==> config.mk <==
export PLATFORM = sky130hd
export DESIGN_NAME = fetch_sequencer
export DESIGN_NICKNAME = d
export VERILOG_FILES = /design/src/rtl/fetch_sequencer.sv
export SDC_FILE = /design/constraint.sdc
export NUM_CORES = 1
export LEC_CHECK = 0
export BUFFER_PORTS_ARGS = -buffer_cell sky130_fd_sc_hd__clkbuf_2
export CAP_MARGIN = 25
export CORE_MARGIN = 5
export CORE_UTILIZATION = 41
export DETAILED_ROUTE_END_ITERATION = 8
export PLACE_DENSITY_LB_ADDON = 0.12
export SKIP_CTS_REPAIR_TIMING = 1
export SYNTH_ARGS = -nofsm -noshare
export SYNTH_HDL_FRONTEND = slang
export SYNTH_SLANG_ARGS = --single-unit
==> constraint.sdc <==
create_clock -name clk -period 1.9 [get_ports clk]
set_input_delay 0.285 -clock clk [delete_from_list [all_inputs] [get_ports clk]]
set_output_delay 0.285 -clock clk [all_outputs]
set_load 0.03 [all_outputs]
==> src/rtl/fetch_sequencer.sv <==
// Program counter and fetch controller for a 1-cycle-latency, word-per-4-bytes instruction memory.
// Tracks the single in-flight read, and handles stall replay, redirect squash, end-of-program halt and bad-target fault.
module fetch_sequencer #(
   parameter int ADDR_W    = 7,
   parameter int MEM_BYTES = 76,
   parameter int RESET_PC  = 0
) (
   input  logic              clk,
   input  logic              rst_n,
   input  logic              stall,
   input  logic              redirect,
   input  logic [ADDR_W-1:0] redirect_addr,
   output logic [ADDR_W-1:0] mem_addr,
   input  logic [31:0]       mem_data,
   output logic [31:0]       instr,
   output logic [ADDR_W-1:0] instr_pc,
   output logic              instr_valid,
   output logic              halt,
   output logic              fault,
   output logic [15:0]       fetch_count
);

   localparam logic [ADDR_W-1:0] LAST_PC    = ADDR_W'(MEM_BYTES - 4);
   localparam logic [ADDR_W-1:0] RESET_ADDR = ADDR_W'(RESET_PC);

   typedef enum logic [1:0] {IDLE, RUN, HALT, FAULT} state_t;

   state_t            state_reg, state_next;
   logic [ADDR_W-1:0] pc_reg, pc_next;
   logic              pend_reg, pend_next;
   logic [ADDR_W-1:0] pend_pc_reg, pend_pc_next;
   logic [15:0]       count_reg, count_next;

   logic accept;
   logic target_bad;

   // A redirect consumes whatever instruction is currently presented, even under stall.
   assign accept     = pend_reg & (~stall | redirect);
   assign target_bad = (redirect_addr[1:0] != 2'b00) || (redirect_addr > LAST_PC);

   always_ff @(posedge clk or negedge rst_n) begin
      if (!rst_n) begin
         state_reg   <= IDLE;
         pc_reg      <= RESET_ADDR;
         pend_reg    <= 1'b0;
         pend_pc_reg <= '0;
         count_reg   <= 16'd0;
      end else begin
         state_reg   <= state_next;
         pc_reg      <= pc_next;
         pend_reg    <= pend_next;
         pend_pc_reg <= pend_pc_next;
         count_reg   <= count_next;
      end
   end

   always_comb begin
      state_next   = state_reg;
      pc_next      = pc_reg;
      pend_next    = pend_reg;
      pend_pc_next = pend_pc_reg;
      count_next   = count_reg;

      if (accept && (count_reg != 16'hFFFF)) begin
         count_next = count_reg + 16'd1;
      end

      unique case (state_reg)
         IDLE: begin
            state_next = RUN;
         end
         RUN: begin
            if (redirect && target_bad) begin
               state_next = FAULT;
               pend_next  = 1'b0;
            end else if (redirect) begin
               // Squash the read of the old pc; the target issues next cycle.
               pc_next   = redirect_addr;
               pend_next = 1'b0;
            end else if (stall && pend_reg) begin
               pend_next = 1'b1;
            end else begin
               pend_next    = 1'b1;
               pend_pc_next = pc_reg;
               if (pc_reg == LAST_PC) begin
                  state_next = HALT;
               end else begin
                  pc_next = pc_reg + ADDR_W'(4);
               end
            end
         end
         HALT: begin
            if (redirect && target_bad) begin
               state_next = FAULT;
               pend_next  = 1'b0;
            end else if (redirect) begin
               state_next = RUN;
               pc_next    = redirect_addr;
               pend_next  = 1'b0;
            end else if (accept) begin
               pend_next = 1'b0;
            end
         end
         FAULT: begin
            state_next = FAULT;
         end
         default: begin
            state_next = IDLE;
         end
      endcase
   end

   // While stalled, replay the pending address so the memory keeps presenting the same word.
   assign mem_addr    = (stall && pend_reg) ? pend_pc_reg : pc_reg;
   assign instr       = mem_data;
   assign instr_pc    = pend_pc_reg;
   assign instr_valid = pend_reg;
   assign halt        = (state_reg == HALT);
   assign fault       = (state_reg == FAULT);
   assign fetch_count = count_reg;

endmodule

Word level (Yosys, flattened, before mapping)

Cells that the tools add are included.

Add/sub/neg operators: 2
Magnitude comparators: 1
Equality and inequality tests: 15
Multiplexer cells: 21
Bitwise gates (word level): 5
Reduce and logical (&&, ||, !) cells: 11

Operator list:

| operator                                               | number |
|---|---|
| two-way mux 7 bit                                      | 7 |
| adder 16 x 1 -> 16 bit (second input constant)         | 1 |
| inequality test 16 bit (second input constant)         | 1 |
| inequality test 3 bit (second input constant)          | 5 |
| case mux 7 bit (2 select lines)                        | 1 |
| two-way mux 2 bit                                      | 6 |
| case mux 2 bit (4 select lines)                        | 1 |
| adder 7 x 3 -> 7 bit (second input constant)           | 1 |
| equality test 7 bit (second input constant)            | 1 |
| greater-than comparator 7 bit (second input constant)  | 1 |
| inequality test 2 bit (second input constant)          | 3 |
| AND reduction 6 bit                                    | 1 |
| two-way mux 1 bit                                      | 5 |
| equality test 2 bit (second input constant)            | 2 |
| inequality test 4 x 2 -> 1 bit (second input constant) | 1 |
| AND reduction 4 bit                                    | 1 |
| nonzero test 2 bit                                     | 2 |
| logical AND 1 bit                                      | 3 |
| inequality test 3 x 2 -> 1 bit (second input constant) | 1 |
| inverter 1 bit                                         | 3 |
| AND reduction 3 bit                                    | 1 |
| equality test 2 x 1 -> 1 bit (second input constant)   | 1 |
| zero test 2 bit                                        | 1 |
| case mux 1 bit (2 select lines)                        | 1 |
| 4 further kinds                                        | 4 |

Register bits: 33
Input port bits: 43
Output and inout port bits: 65
Word-level logic and storage cells: 60

Depth between registers and ports, before layout

Gate-level depths: netlist of the first run.

Depth in word-level cells: 7
Mapped depth: 8
Gate-level depth less buffers: 7

Worst setup path after synthesis of the first run

Ideal clock, no wire load.

Path kind: register to register
Start point: register state_reg[0]
End point: register pc_reg[3]
Setup time: 0.125 ns
Arrival: 2.014 ns
Data required time: 1.775 ns
Setup slack: -0.239 ns
Cell stages (with the launch flop): 8
Path buffers: 1
Clock period less this slack: 2.139 ns
Cell sequence: dfrtp_1 > inv_1 > ha_1 > clkbuf_1 > o21ai_0 > a211oi_1 > a211oi_2 > mux2_4

Cells in the longest elaborated chain, start to end: 3
Elaborated cells on any way between the ends: 10
Those cells by class: eq/ne: 7; mux: 1; reduce/logical: 2

Ends and longest elaborated chain:

| what                                                                         | line | RTL |
|---|---|---|
| start, declared                                                              | 28   | `state_t state_reg, state_next;` |
| start signal, assigned                                                       | 49   | `state_reg <= state_next;` |
| equality test 2 bit (*)                                                      | n/a  |  |
| named net halt                                                               | 18   | `output logic halt,` |
| inequality test 2 bit (no source line) or nonzero test 2 bit (tied branches) | n/a  |  |
| AND reduction 6 bit (no source line)                                         | n/a  |  |
| end signal, assigned                                                         | 50   | `pc_reg <= pc_next;` |
| end, declared                                                                | 29   | `logic [ADDR_W-1:0] pc_reg, pc_next;` |

Mark *: on every way through the listed nets, which the timed path passes. The rest lies on a longest branch.
A chain may end at the register's enable or synchronous reset.

Worst setup path after layout of the first run

Start point: register state_reg[0]
End point: register pc_reg[3]

Cells in the longest elaborated chain, start to end: 3
Elaborated cells on any way between the ends: 10
Those cells by class: eq/ne: 7; mux: 1; reduce/logical: 2

Ends and longest elaborated chain:

| what                                                                | line | RTL |
|---|---|---|
| equality test 2 x 1 -> 1 bit or equality test 2 bit (tied branches) | 68   | `unique case (state_reg)` |
| inequality test 3 bit (no source line) (tied with other cells)      | n/a  |  |
| AND reduction 6 bit (no source line)                                | n/a  |  |

Several ways; a longest one is shown, not always the timed one.

==> results.toml, run 1 <==
[status]
status = "finished, final reports clean"

[run]
drv_cap = 0

[timing]
finalSetupViolCount = 0
worst_slew_pin_slew_ns = 0.532
post-route-worst-setup-slack_ns = 0.0714
fin_crit_sh = 0.962
hold_ws_ns = 0.0220
hold_viol = 0
clock.fmax_ghz = 0.547
slew_headroom = 0.641
clock_skew_ns = 0.00494
slew_violations = 0
period_needed_ns = 1.83

[drt]
viasPerCell = 5.00
vias = 1526
wl_per_cell_um = 14.6
drcViolationCount = 0
first_iter_violations = 38
wl_um = 4470
dr.pass1.iters = 4
antenna_left = 0

[placed_design]
gp_congestion = 0.813
dp_hpwl_um = 3470
place_inst = 296
port_buffers = 43
dp_slack_ns = 0.0600

[cts]
clkLatencyLatePin_ns = 0.28
clockBufferDepth = 2
clkSinkCount = 33
cts_inserted_buffers = 5
root_buffer = "clkbuf_8"
path_clk_slew_ns = 0.07
h-tree-depth = 2
tritoncts = "built"

[cells_and_area]
utilization = 0.484
seq_area_sq_um = 826
final_cell_mix = "43 x clkbuf_2, 33 x dfrtp_1, 22 x nand2_1"
multi_input_area_sq_um = 948
diodes = 0
area_growth_pct = 13.3
final_cells = 305
largest_reg_flops = 16
fill_cells = 484
fin_nets = 287
drive_gt1_frac = 0.382
final_common_cell = "clkbuf_2"

[worst_setup_path]
rr_endpoint = "pc_reg[3]"
criticalPathCategory = "flop to flop"
crit_end = "pc_reg[3]"
cp.required_ns = 2.07
critPathCaptureType = "flop"
r2r_cells = 7
cp.arrival_ns = 2.00
reg2reg_from = "state_reg[0]"
cp_max_fo = 9
startpoint_type = "flop"
cp-startpoint = "state_reg[0]"
reg2reg_setup_slack_ns = 0.07

[synth]
synth_cell_types = 40
ys_ff_latch = 33
ys.flop_type = "dfrtp_1"
yosys_warnings = 0
synth_edf_count = 0
syn-cell-area_sq_mm = 0.00205
syn_area_per_cell_sq_um = 9.70
async_reset_ff_frac = 1.00
seq_area_frac_synth = 0.403
synth_nets = 261
synthCells = 211

[floorplan]
initial_utilization = 0.428
fp.dieArea_sq_mm = 0.00651
die_w_um = 80.7
pin_count = 108
die_h_um = 80.7
row_count = 25
core_sq_mm = 0.00479

[power]
power_density_mw_per_mm2 = 1650
power_leakage_nw = 1.07
peakVddDrop_mv = 0.609

[global_route]
overflow = 0
grt_max_degree = 34
antenna_found_initial = 0
grt_pass1_vias = 1552
grt_usage = 0.150
grt_pass1_wl_um = 7520

[worst_hold_path]
hold_class = "input port to async pin"
## layer usage
metal	up-vias	routed length [um]	GRT usage	part of all wire
met4	0	129	0.0591	0.029
met3	28	311	0.0493	0.070
met1	707	1920	0.185	0.43
met2	45	2100	0.243	0.47
met5	-	0	0	0
li1	746	-	-	-
## cell families after synthesis
kind of cell | after synthesis | share of synthesized area
buffers and inverters | 45 | 0.143
AND/OR/NAND/NOR | 67 | 0.171
XOR/XNOR | 12 | 0.0513
AO/OA/AOI/OAI | 33 | 0.109
multiplexers | 14 | 0.0788
adder cells (fa/ha/maj) | 7 | 0.0428
flip-flops | 33 | 0.403
## where the power goes
group / internal, mW / total (mW) / switching [mW] / leakage (nW)
Clock: 0.426 / 0.680 / 0.254 / 0.0574
Combinational: 0.787 / 2.05 / 1.26 / 0.599
Sequential: 0.914 / 1.10 / 0.186 / 0.419
## synthesized netlist by cell type (3+ instances only)
library cell | count | area share
buf_4 | 33 | 0.12
nand2_1 | 22 | 0.040
nand4_1 | 5 | 0.015
dfrtp_1 | 33 | 0.40
and2_1 | 3 | 0.0092
o21ai_0 | 7 | 0.017
o22ai_1 | 3 | 0.0092
inv_1 | 8 | 0.015
nand3_1 | 10 | 0.024
mux2_2 | 13 | 0.072
xnor2_1 | 11 | 0.047
clkbuf_1 | 3 | 0.0055
nor2_1 | 10 | 0.018
a21oi_1 | 12 | 0.029
ha_1 | 7 | 0.043
nor3_1 | 3 | 0.0073
## worst min-delay path by stage
stage                     start              to  slack, ns  cells past startpoint
after floorplan           rst_n  fetch_count[0]      -0.01                      0
after global placement    rst_n    state_reg[1]       0.34                      2
after detailed placement  rst_n    state_reg[1]       0.34                      2
after CTS                 rst_n  fetch_count[3]       0.03                      2
after global routing      rst_n  fetch_count[2]       0.05                      2
final                     rst_n  fetch_count[2]       0.02                      2
## critical path, stage by stage (launching register included)
cell,delay [ns]
dfrtp_1,0.42
inv_1,0.09
ha_2,0.24
o21ai_1,0.19
a211oi_2,0.07
a211oi_4,0.22
buf_4,0.19
mux2_4,0.30
## final cells by class
type / instances / area share
Multi-Input combinational cell: 133 / 0.409
Sequential cell: 33 / 0.356
Timing Repair Buffer: 55 / 0.132
Tap cell: 67 / 0.0362
Clock buffer: 6 / 0.0356
Clock inverter: 2 / 0.0162
Inverter: 9 / 0.0151
## per-stage QoR
| step | TNS (ns) | area (sq um) | total power [mW] |
|---|---|---|---|
| after floorplan | -0.00666 | 2060 | 2.66 |
| after global placement | 0 | 2180 | 3.12 |
| after detailed placement | 0 | 2180 | 3.14 |
| after CTS | -0.307 | 2300 | 3.84 |
| after global routing | -0.0189 | 2320 | 4.13 |
| final | 0 | 2320 | 3.83 |
(Power assumes the default switching activity.)
==> run 2: changes to the inputs <==
--- a/config.mk
+++ b/config.mk
@@ -8,7 +8,7 @@
 export BUFFER_PORTS_ARGS = -buffer_cell sky130_fd_sc_hd__clkbuf_2
 export CAP_MARGIN = 25
 export CORE_MARGIN = 5
-export CORE_UTILIZATION = 41
+export CORE_UTILIZATION = 45
 export DETAILED_ROUTE_END_ITERATION = 8
 export PLACE_DENSITY_LB_ADDON = 0.12
 export SKIP_CTS_REPAIR_TIMING = 1
==> constraint.sdc (replaced) <==
create_clock -name clk -period 1.7 [get_ports clk]
set_input_delay 0.255 -clock clk [delete_from_list [all_inputs] [get_ports clk]]
set_output_delay 0.255 -clock clk [all_outputs]
set_load 0.03 [all_outputs]
==> run 2 against run 1 <==
Effect of this change: the flow now finishes with violations (negative hold slack, negative setup slack); clock power shrank 6.3%; sequential share of layout area is 2.6 points lower; wire length grew 17%; register-to-register slack worse by 0.13 ns; via count grew 9.4%; critical endpoint unchanged.
==> results.toml, run 2 (same netlist as run 1, synthesis figures left out) <==
[power]
peakVddDrop_mv = 0.767
power_density_mw_per_mm2 = 1850
power_leakage_nw = 1.19
finalPower_mw = 4.68

[cells_and_area]
largest_reg_flops = 16
final_common_cell = "clkbuf_2"
final_cells = 308
diodes = 0
fin_nets = 305
area_growth_pct = 24.0
stdcell_area_sq_mm = 0.00254
final_cell_mix = "39 x clkbuf_2, 31 x buf_4, 23 x dfrtp_1"
drive_gt1_frac = 0.500

[drt]
dr.pass1.iters = 4
viasPerCell = 5.42
drcViolationCount = 0
first_iter_violations = 89
antenna_left = 0
wl_per_cell_um = 17.0
vias = 1669
wl_um = 5220

[cts]
root_buffer = "clkbuf_8"
clkSinkCount = 33
path_clk_slew_ns = 0.07
cts_inserted_buffers = 5
h-tree-depth = 2
tritoncts = "built"
clkLatencyLatePin_ns = 0.27
clockBufferDepth = 2

[floorplan]
die_h_um = 77.4
die_w_um = 77.4
pin_count = 108
initial_utilization = 0.467
core_sq_mm = 0.00438
fp.dieArea_sq_mm = 0.00600
row_count = 24

[worst_setup_path]
r2r_cells = 6
reg2reg_from = "state_reg[1]"
cp_max_fo = 8
cp.arrival_ns = 1.92
criticalPathCategory = "flop to flop"
critPathCaptureType = "flop"
cp-startpoint = "state_reg[1]"
cp.required_ns = 1.86
startpoint_type = "flop"

[placed_design]
dp_slack_ns = -0.0660
dp_hpwl_um = 4200
gp_congestion = 0.870
port_buffers = 43
post_dp_cell_area_sq_mm = 0.00230
place_inst = 293

[timing]
hold_viol = 1
slew_violations = 0
fin_crit_sh = 1.03
period_needed_ns = 1.76
hold_ws_ns = -0.000626
clock.fmax_ghz = 0.569
post-route-worst-setup-slack_ns = -0.0582
rsz0062_at_grt = "true"
clock_skew_ns = 0.00511
finalSetupViolCount = 3
slew_headroom = 0.409
worst_slew_pin_slew_ns = 0.877

[global_route]
grt_use_met1 = 0.180
overflow = 0
use_met3 = 0.0718
grt_max_degree = 34
grt_pass1_wl_um = 8380
grt_use_met2 = 0.301
top_usage_layer = "met2"
grt_pass1_vias = 1728
grt_usage = 0.172
antenna_found_initial = 0

[worst_hold_path]
hold_class = "input port to async pin"

[status]
violations = "negative hold slack, negative setup slack"
status = "complete, but fails checks"

[run]
drv_cap = 0
-- run 2: final timing paths --
| kind | to | slack [ns] |
|---|---|---|
| worst max-delay path | pc_reg[3] | -0.06 |
| worst min-delay path | instr_valid | -0.0006 |
| worst max register to register | pc_reg[3] | -0.06 |
| worst min register to register | fetch_count[8] | 0.51 |
| max in group asynchronous | fetch_count[7] | 1.37 |
| min in group clk | instr_valid | 0.25 |
-- run 2: metrics by stage --
step                      utilization  setup TNS, ns
final                           0.579        -0.0650
after global placement          0.524              0
after detailed placement        0.524         -0.422
after CTS                       0.547          -1.58
after floorplan                     -        -0.0654
after global routing            0.579         -0.870
-- run 2: layout make-up --
cell class / instances / area (sq um)
clock inverters: 1 / 5.00
inverters: 9 / 38.8
flip-flops and latches: 33 / 838
clock buffers: 7 / 96.3
multi-input cells: 133 / 1040
well taps: 52 / 65.1
fillers: 405 / 1850
repair buffers: 73 / 455
-- run 2: per-layer routing --
| metal | wire length [um] | part of all wire | vias to the layer above |
|---|---|---|---|
| li1 | - | - | 785 |
| met1 | 1910 | 0.37 | 790 |
| met2 | 2690 | 0.52 | 78 |
| met3 | 525 | 0.10 | 16 |
| met4 | 94 | 0.018 | 0 |
| met5 | 0 | 0 | - |
-- run 2: critical path, stage by stage (launching register included) --
cell and delay, ns:
dfrtp_2 0.40, inv_2 0.07, ha_4 0.17, or2b_4 0.22
clkinv_4 0.06, a211oi_4 0.39, mux2_4 0.34
-- run 2: power breakdown --
part / leakage (nW) / internal (mW) / switching [mW] / total, mW
Sequential: 0.406 / 1.03 / 0.198 / 1.23
Clock: 0.0542 / 0.366 / 0.271 / 0.637
Combinational: 0.728 / 1.23 / 1.59 / 2.81
Total: 1.19 / 2.62 / 2.06 / 4.68
